**src/rtl/fp_norm_pkg.sv**
```systemverilog
// fp_norm_pkg: shared classes and width helpers for the normalise/round pipeline
package fp_norm_pkg;
  typedef enum logic [1:0] {NORM, CARRY, ZERO, INF} cls_e;
  function automatic int exp_max(input int ew);
    return (1 << ew) - 1;
  endfunction
  function automatic int mant_w(input int mw, input int gw);
    return mw + 2 + gw;
  endfunction
endpackage

```
**src/rtl/fp_lzc.sv**
```systemverilog
// fp_lzc: combinational leading-zero counter, returns W when the input is zero
module fp_lzc #(
  parameter int W = 27,
  parameter int CW = $clog2(W + 1)
) (
  input  logic [W-1:0]  d,
  output logic [CW-1:0] cnt
);
  // highest set bit wins because later iterations overwrite earlier ones
  always_comb begin
    cnt = CW'(W);
    for (int i = 0; i < W; i++) if (d[i]) cnt = CW'(W - 1 - i);
  end
endmodule

```
**src/rtl/fp_normalizer_rne.sv**
```systemverilog
// fp_normalizer_rne: 3-stage normalise/round/pack; FP_NORM_ROUND_EN selects RNE, else truncate
module fp_normalizer_rne
  import fp_norm_pkg::*;
#(
  parameter int EXP_W = 8,
  parameter int MAN_W = 23,
  parameter int GRD_W = 3
) (
  input  logic                     clk,
  input  logic                     rstn,
  input  logic                     in_valid,
  output logic                     in_ready,
  input  logic                     in_sign,
  input  logic [EXP_W-1:0]         in_exp,
  input  logic [MAN_W+GRD_W+1:0]   in_mant,
  output logic                     out_valid,
  input  logic                     out_ready,
  output logic [EXP_W+MAN_W:0]     out_data,
  output logic                     out_ovf,
  output logic                     out_unf,
  output logic                     out_inexact
);
  localparam int M = mant_w(MAN_W, GRD_W);
  localparam int LW = $clog2(M);
  localparam logic [EXP_W-1:0] EMAX = EXP_W'(exp_max(EXP_W));
  logic en;
  logic [LW-1:0] lz;
  cls_e cls_in;
  logic v1, sign1;
  logic [EXP_W-1:0] exp1;
  logic [M-1:0] mant1;
  logic [LW-1:0] lz1;
  cls_e cls1;
  logic flush;
  logic [M-3:0] sh;
  logic [EXP_W:0] e2n;
  logic v2, sign2, zero2, unf2, inf2;
  logic [EXP_W:0] exp2;
  logic [M-3:0] man2;
  logic g, s, rup, ovf_n, inex_n;
  logic [MAN_W:0] fr;
  logic [EXP_W:0] e3;
  logic [EXP_W+MAN_W:0] data_n;
  assign en = !out_valid || out_ready;
  assign in_ready = en;
  fp_lzc #(.W(M - 1), .CW(LW)) u_lzc (.d(in_mant[M-2:0]), .cnt(lz));
  // S1 classification; INF takes priority over every mantissa pattern
  always_comb
    cls_in = in_exp == EMAX ? INF : in_mant == '0 ? ZERO : in_mant[M-1] ? CARRY : NORM;
  // S2 alignment: carry shifts right with sticky kept in bit 0, normals shift left by lz
  always_comb begin
    flush = (cls1 == NORM && (EXP_W+1)'(lz1) >= {1'b0, exp1}) || (cls1 == CARRY && exp1 == '0);
    sh = cls1 == CARRY ? {mant1[M-2:2], mant1[1] | mant1[0]} : (M-2)'(mant1 << lz1);
    e2n = cls1 == CARRY ? {1'b0, exp1} + (EXP_W+1)'(1) : {1'b0, exp1} - (EXP_W+1)'(lz1);
  end
  assign g = man2[GRD_W-1];
  assign s = |man2[GRD_W-2:0];
`ifdef FP_NORM_ROUND_EN
  assign rup = g & (s | man2[GRD_W]);
`else
  assign rup = 1'b0;
`endif
  assign fr = {1'b0, man2[M-3:GRD_W]} + (MAN_W+1)'(rup);
  assign e3 = exp2 + (EXP_W+1)'(fr[MAN_W]);
  // S3 pack: a fraction carry-out leaves fr low bits zero, so only the exponent moves
  always_comb begin
    ovf_n = !inf2 && !zero2 && e3 >= {1'b0, EMAX};
    inex_n = !inf2 && !zero2 && (g | s);
    data_n = inf2 || ovf_n ? {sign2, EMAX, {MAN_W{1'b0}}} :
             zero2 ? {sign2, {(EXP_W+MAN_W){1'b0}}} : {sign2, e3[EXP_W-1:0], fr[MAN_W-1:0]};
  end
  // pipeline registers: all stages advance together on en, data only on valid
  always_ff @(posedge clk or negedge rstn)
    if (!rstn) begin
      v1 <= 1'b0; sign1 <= 1'b0; exp1 <= '0; mant1 <= '0; lz1 <= '0; cls1 <= NORM;
      v2 <= 1'b0; sign2 <= 1'b0; zero2 <= 1'b0; unf2 <= 1'b0; inf2 <= 1'b0; exp2 <= '0; man2 <= '0;
      out_valid <= 1'b0; out_data <= '0; out_ovf <= 1'b0; out_unf <= 1'b0; out_inexact <= 1'b0;
    end else if (en) begin
      v1 <= in_valid;
      v2 <= v1;
      out_valid <= v2;
      if (in_valid) begin
        sign1 <= in_sign; exp1 <= in_exp; mant1 <= in_mant; lz1 <= lz; cls1 <= cls_in;
      end
      if (v1) begin
        sign2 <= sign1; zero2 <= cls1 == ZERO || flush; unf2 <= flush; inf2 <= cls1 == INF;
        exp2 <= e2n; man2 <= sh;
      end
      if (v2) begin
        out_data <= data_n; out_ovf <= ovf_n; out_unf <= zero2 && unf2; out_inexact <= inex_n;
      end
    end
endmodule

```
**config.mk**
```make
export PLATFORM = sky130hd
export DESIGN_NAME = fp_normalizer_rne
export DESIGN_NICKNAME = d
export VERILOG_FILES = /design/src/rtl/fp_norm_pkg.sv /design/src/rtl/fp_lzc.sv /design/src/rtl/fp_normalizer_rne.sv
export SDC_FILE = /design/constraint.sdc
export NUM_CORES = 1
export LEC_CHECK = 0
export ABC_AREA = 1
export ABC_CLOCK_PERIOD_IN_PS = 3000
export BUFFER_PORTS_ARGS = -buffer_cell sky130_fd_sc_hd__buf_2
export CAP_MARGIN = 20
export CORE_MARGIN = 2
export CORE_UTILIZATION = 43
export CTS_BUF_LIST = sky130_fd_sc_hd__clkbuf_4
export DETAILED_ROUTE_END_ITERATION = 6
export PLACE_DENSITY_LB_ADDON = 0.1
export SLEW_MARGIN = 0
export SYNTH_ARGS = -nofsm -noshare
export SYNTH_HDL_FRONTEND = slang
export SYNTH_SLANG_ARGS = --single-unit
```
**constraint.sdc**
```tcl
create_clock -name clk -period 3 [get_ports clk]
set_clock_uncertainty 0.1 [all_clocks]
set_input_delay 0.15 -clock clk [delete_from_list [all_inputs] [get_ports clk]]
set_output_delay 0.15 -clock clk [all_outputs]
set_load 0.05 [all_outputs]
```
==> flow_metrics.py <==
metrics = {
    "status": {
        "status": "completed",
    },
    "grt": {
        "routing_layer_with_the_top_usage_in_global_route": "met1",
        "groute.usage.overall_pct": 23.22,
        "globalRouteMet1Util_pct": 36.00,
        "grt_start_max_net_pins": 121,
        "wire_length_of_the_first_global_routing_pass_mm": 29.89,
        "globalRouteMet3Util_pct": 4.174,
        "grt_antenna_before_repair": 1,
        "grt_overflow": 0,
        "groute.layer.met2.usage_pct": 33.31,
        "first_global_vias": 5629,
    },
    "route": {
        "vias_per_cell": 5.151,
        "drt_first_iter_violations": 570,
        "drc_errors": 0,
        "via_count": 6073,
        "wirelength_mm": 18.22,
        "first_pass_iters": 7,
        "antenna_violating_nets_post_route": 0,
        "post_drt_wl_per_cell_um": 15.45,
    },
    "cts": {
        "h-tree-depth": 4,
        "cts_num_sinks": 120,
        "clkSlewWorstSetupHoldPaths_ns": 0.11,
        "clkLatencyLatePin_ns": 0.53,
        "cts-root-to-sink-buffers": 2,
        "cts_tree": "yes",
        "cts_buffers": 17,
        "cts_resized": 0,
        "cts-root-buf": "sky130_fd_sc_hd__clkbuf_4",
    },
    "die": {
        "floorplan.die.height_um": 127.8,
        "start_util_pct": 43.70,
        "coreArea_um2": 15090,
        "die_outline_area_um2": 16340,
        "die_width_um": 127.8,
        "num_io_pins": 78,
        "cell_rows": 45,
    },
    "finish": {
        "fill_cells": 1532,
        "layout-area-overhead-vs-synth_pct": 18.12,
        "drive_gt1_share_pct": 13.03,
        "stdcell_area_um2": 7789,
        "design.final.nets": 1027,
        "multi_input_combinational_cell_area_um2": 2972,
        "area.sequential_um2": 3003,
    },
    "power": {
        "ir_worst_vdd_uv": 329.6,
        "cellPowerDensity_nw_per_um2": 882.2,
        "switching_power_w": 0.003251,
        "intPower_w": 0.003620,
        "seq_power_share_pct": 37.1,
        "power_switching_share_pct": 47.31,
        "power.combinational.fraction_pct": 46.9,
        "power.share.clock_pct": 16.0,
        "static-leakage-power_nw": 3.803,
    },
    "setup_path": {
        "cp.arrival_ns": 2.58,
        "critPathCaptureType": "flip-flop",
        "timing.setup.critical_path_class": "reg2reg",
        "critical-path-max-stage-delay_ns": 0.67,
        "timing.critical_path.from": "exp2[6]",
        "rr_startpoint": "exp2[6]",
        "crit_path_cells": "nand4_1 -> nor2_1 -> nor2_1 -> inv_1 -> a21oi_1 -> o211ai_1 -> o21ai_0 -> inv_1",
        "critPathTopFamily": "compound AO/OA/AOI/OAI gates",
        "start_kind": "flip-flop",
        "critical-path-slowest-cell": "sky130_fd_sc_hd__a21oi_1",
        "cp_data_required_time_ns": 3.33,
        "crit_fanout": 22,
        "critical_path_buf_inv_count": 2,
    },
    "yosys": {
        "synth_cells": 879,
        "synth-main-ff-cell": "sky130_fd_sc_hd__dfrtp_1",
        "number_of_flops_mapped_to_enable_cells_by_yosys": 0,
        "synth_seq_cells": 120,
        "synth_warnings": 0,
        "synthesis.area_per_instance_um2": 7.502,
        "synth_fp_nets": 928,
        "ys_types": 34,
        "synth_area_um2": 6594,
        "asyncSetResetFlopFracSynth_pct": 100.0,
        "synth_seq_area_share_pct": 45.54,
    },
    "flow_run": {
        "maxCapViolCount": 0,
    },
    "placement": {
        "pre_cts_slack_ns": 0.8065,
        "gp_routability_congestion": 0.9353,
        "placedInstanceArea_um2": 7138,
        "place.detailed.hpwl_mm": 12.88,
        "port_buffers": 77,
    },
    "timing": {
        "final_hold_viol_count": 0,
        "max_freq_mhz": 444.1,
        "tightestPinTransition_ns": 0.9413,
        "grt_setup_unrepaired": "no",
        "finalSetupTns_ns": 0,
        "report.final.setup_viol": 0,
        "timing.max_slew.rel_slack_pct": 37.07,
        "timing_max_transition_violations_final": 0,
        "finalWorstPathRequiredPeriod_ns": 2.252,
        "finalCritPeriodShare_pct": 75.06,
        "final.setup.worst_slack_ns": 0.7482,
    },
    "min_path": {
        "worstHoldPathType": "in2reg",
        "min-delay-start": "in_valid",
    },
}
[kinds of logic (layout without fill, tap and decap cells)]
group	after synthesis	after routing	synth area share, %
xor gates and xnor gates	5	5	0.6643
DFF	120	120	45.54
other	0	1	0
muxes	3	3	0.4554
buffers and inverters	159	270	9.469
and+or+nand+nor	340	340	20.61
AOI/OAI and AO/OA	244	244	21.63
adders and majority gates	8	8	1.632
[synthesized netlist by cell type (7+ instances only)]
library cell	instances	area share (%)
sky130_fd_sc_hd__nand3_1	35	2.7
sky130_fd_sc_hd__o21ai_0	79	6.0
sky130_fd_sc_hd__dfrtp_1	120	46
sky130_fd_sc_hd__o31ai_1	24	2.7
sky130_fd_sc_hd__ha_1	7	1.3
sky130_fd_sc_hd__nand4_1	8	0.76
sky130_fd_sc_hd__o211ai_1	18	2.0
sky130_fd_sc_hd__a21oi_1	39	3.0
sky130_fd_sc_hd__a31oi_1	7	0.66
sky130_fd_sc_hd__a22oi_1	15	1.7
sky130_fd_sc_hd__nand2_1	236	13
sky130_fd_sc_hd__buf_2	11	0.83
sky130_fd_sc_hd__clkbuf_1	34	1.9
sky130_fd_sc_hd__inv_2	9	0.51
sky130_fd_sc_hd__inv_1	98	5.6
sky130_fd_sc_hd__nor2_1	51	2.9
sky130_fd_sc_hd__o21ai_1	44	3.3
[what timing repair did]
action,CTS,global route
endpoints found under the hold margin,166,0
hold buffers,39,0
setup buffers,0,0
[per-stage QoR]
step | utilization, % | hold WS (ns) | total power (W) | cells
finish | 51.62 | 0.1151 | 0.006871 | 1179
global placement | 47.31 | 0.2025 | 0.005723 | 1108
detailed placement | 47.31 | 0.1999 | 0.005749 | 1108
CTS | 51.60 | 0.07327 | 0.006904 | 1178
global route | 51.62 | 0.1574 | 0.007414 | 1179
floorplan | - | -0.2456 | 0.004882 | 879
[state kept, by name, indices dropped and copies added (netlist names)]
register,flops
cls1,2
exp1,8
exp2,9
inf2,1
lz1,5
man2,26
mant1,27
out_data,32
out_inexact,1
out_ovf,1
out_unf,1
out_valid,1
sign1,1
sign2,1
unf2,1
v1,1
v2,1
zero2,1
[tightest hold or removal path, delay by kind of cell]
family | cells | cell delay (ns)
AOI/OAI and AO/OA | 1 | 0.13
and+or+nand+nor | 1 | 0.06
buffers and inverters | 2 | 0.36
[worst paths after layout]
kind	slack (ns)	end	depth (start not counted)
setup / recovery	0.75	out_data[25]	8
hold / removal	0.12	v1	4
setup reg to reg	0.75	out_data[25]	8
hold reg to reg	0.37	out_valid	2
max in group asynchronous	2.17	mant1[16]	3
min in group asynchronous	0.14	out_data[29]	3
[power groups by stage]
stage / Sequential, W / Clock [W] / Combinational [W]
floorplan: 0.00311 / 0 / 0.00177
global placement: 0.00257 / 0 / 0.00316
detailed placement: 0.00258 / 0 / 0.00317
CTS: 0.00255 / 0.00114 / 0.00322
global route: 0.00262 / 0.00121 / 0.00359
finish: 0.00255 / 0.00110 / 0.00322
[metal layers]
metal | share of wire (%) | wire length (µm) | vias to the layer above
li1 | - | - | 3142
met1 | 53 | 9586 | 2782
met5 | 0 | 0 | -
met4 | 0.94 | 171 | 0
met2 | 42 | 7703 | 136
met3 | 4.2 | 757 | 13
[cell usage in the layout (no fill, tap or decap), types with 3 or more instances in the layout]
cell                            count
sky130_fd_sc_hd__o22ai_1            5
sky130_fd_sc_hd__o211ai_1          18
sky130_fd_sc_hd__o21ai_0           79
sky130_fd_sc_hd__o21ai_1           44
sky130_fd_sc_hd__xor2_1             3
sky130_fd_sc_hd__a22oi_1           15
sky130_fd_sc_hd__clkbuf_4          20
sky130_fd_sc_hd__inv_2              9
sky130_fd_sc_hd__mux2i_1            3
sky130_fd_sc_hd__o311ai_1           5
sky130_fd_sc_hd__dfrtp_1          120
sky130_fd_sc_hd__a21oi_1           39
sky130_fd_sc_hd__nor2_1            49
sky130_fd_sc_hd__nor3_1             5
sky130_fd_sc_hd__a31oi_1            7
sky130_fd_sc_hd__nand2_1          236
sky130_fd_sc_hd__buf_2             76
sky130_fd_sc_hd__nand4_1            8
sky130_fd_sc_hd__clkinv_1           6
sky130_fd_sc_hd__nand3_1           35
sky130_fd_sc_hd__o31ai_1           24
sky130_fd_sc_hd__dlygate4sd3_1     39
sky130_fd_sc_hd__o2111ai_1          3
sky130_fd_sc_hd__buf_4             14
sky130_fd_sc_hd__inv_1             98
sky130_fd_sc_hd__ha_1               7
sky130_fd_sc_hd__nor4_1             5
[layout make-up]
| class | count | area share (%) |
|---|---|---|
| clock buffers | 20 | 1.928 |
| clock inverters | 11 | 1.382 |
| inverters | 109 | 5.430 |
| diodes | 1 | 0.03213 |
| multi-input cells | 600 | 38.15 |
| flip-flops and latches | 120 | 38.55 |
| well taps | 188 | 3.020 |
| repair buffers | 130 | 11.50 |
No activity file was read; power rests on OpenSTA's default activity.
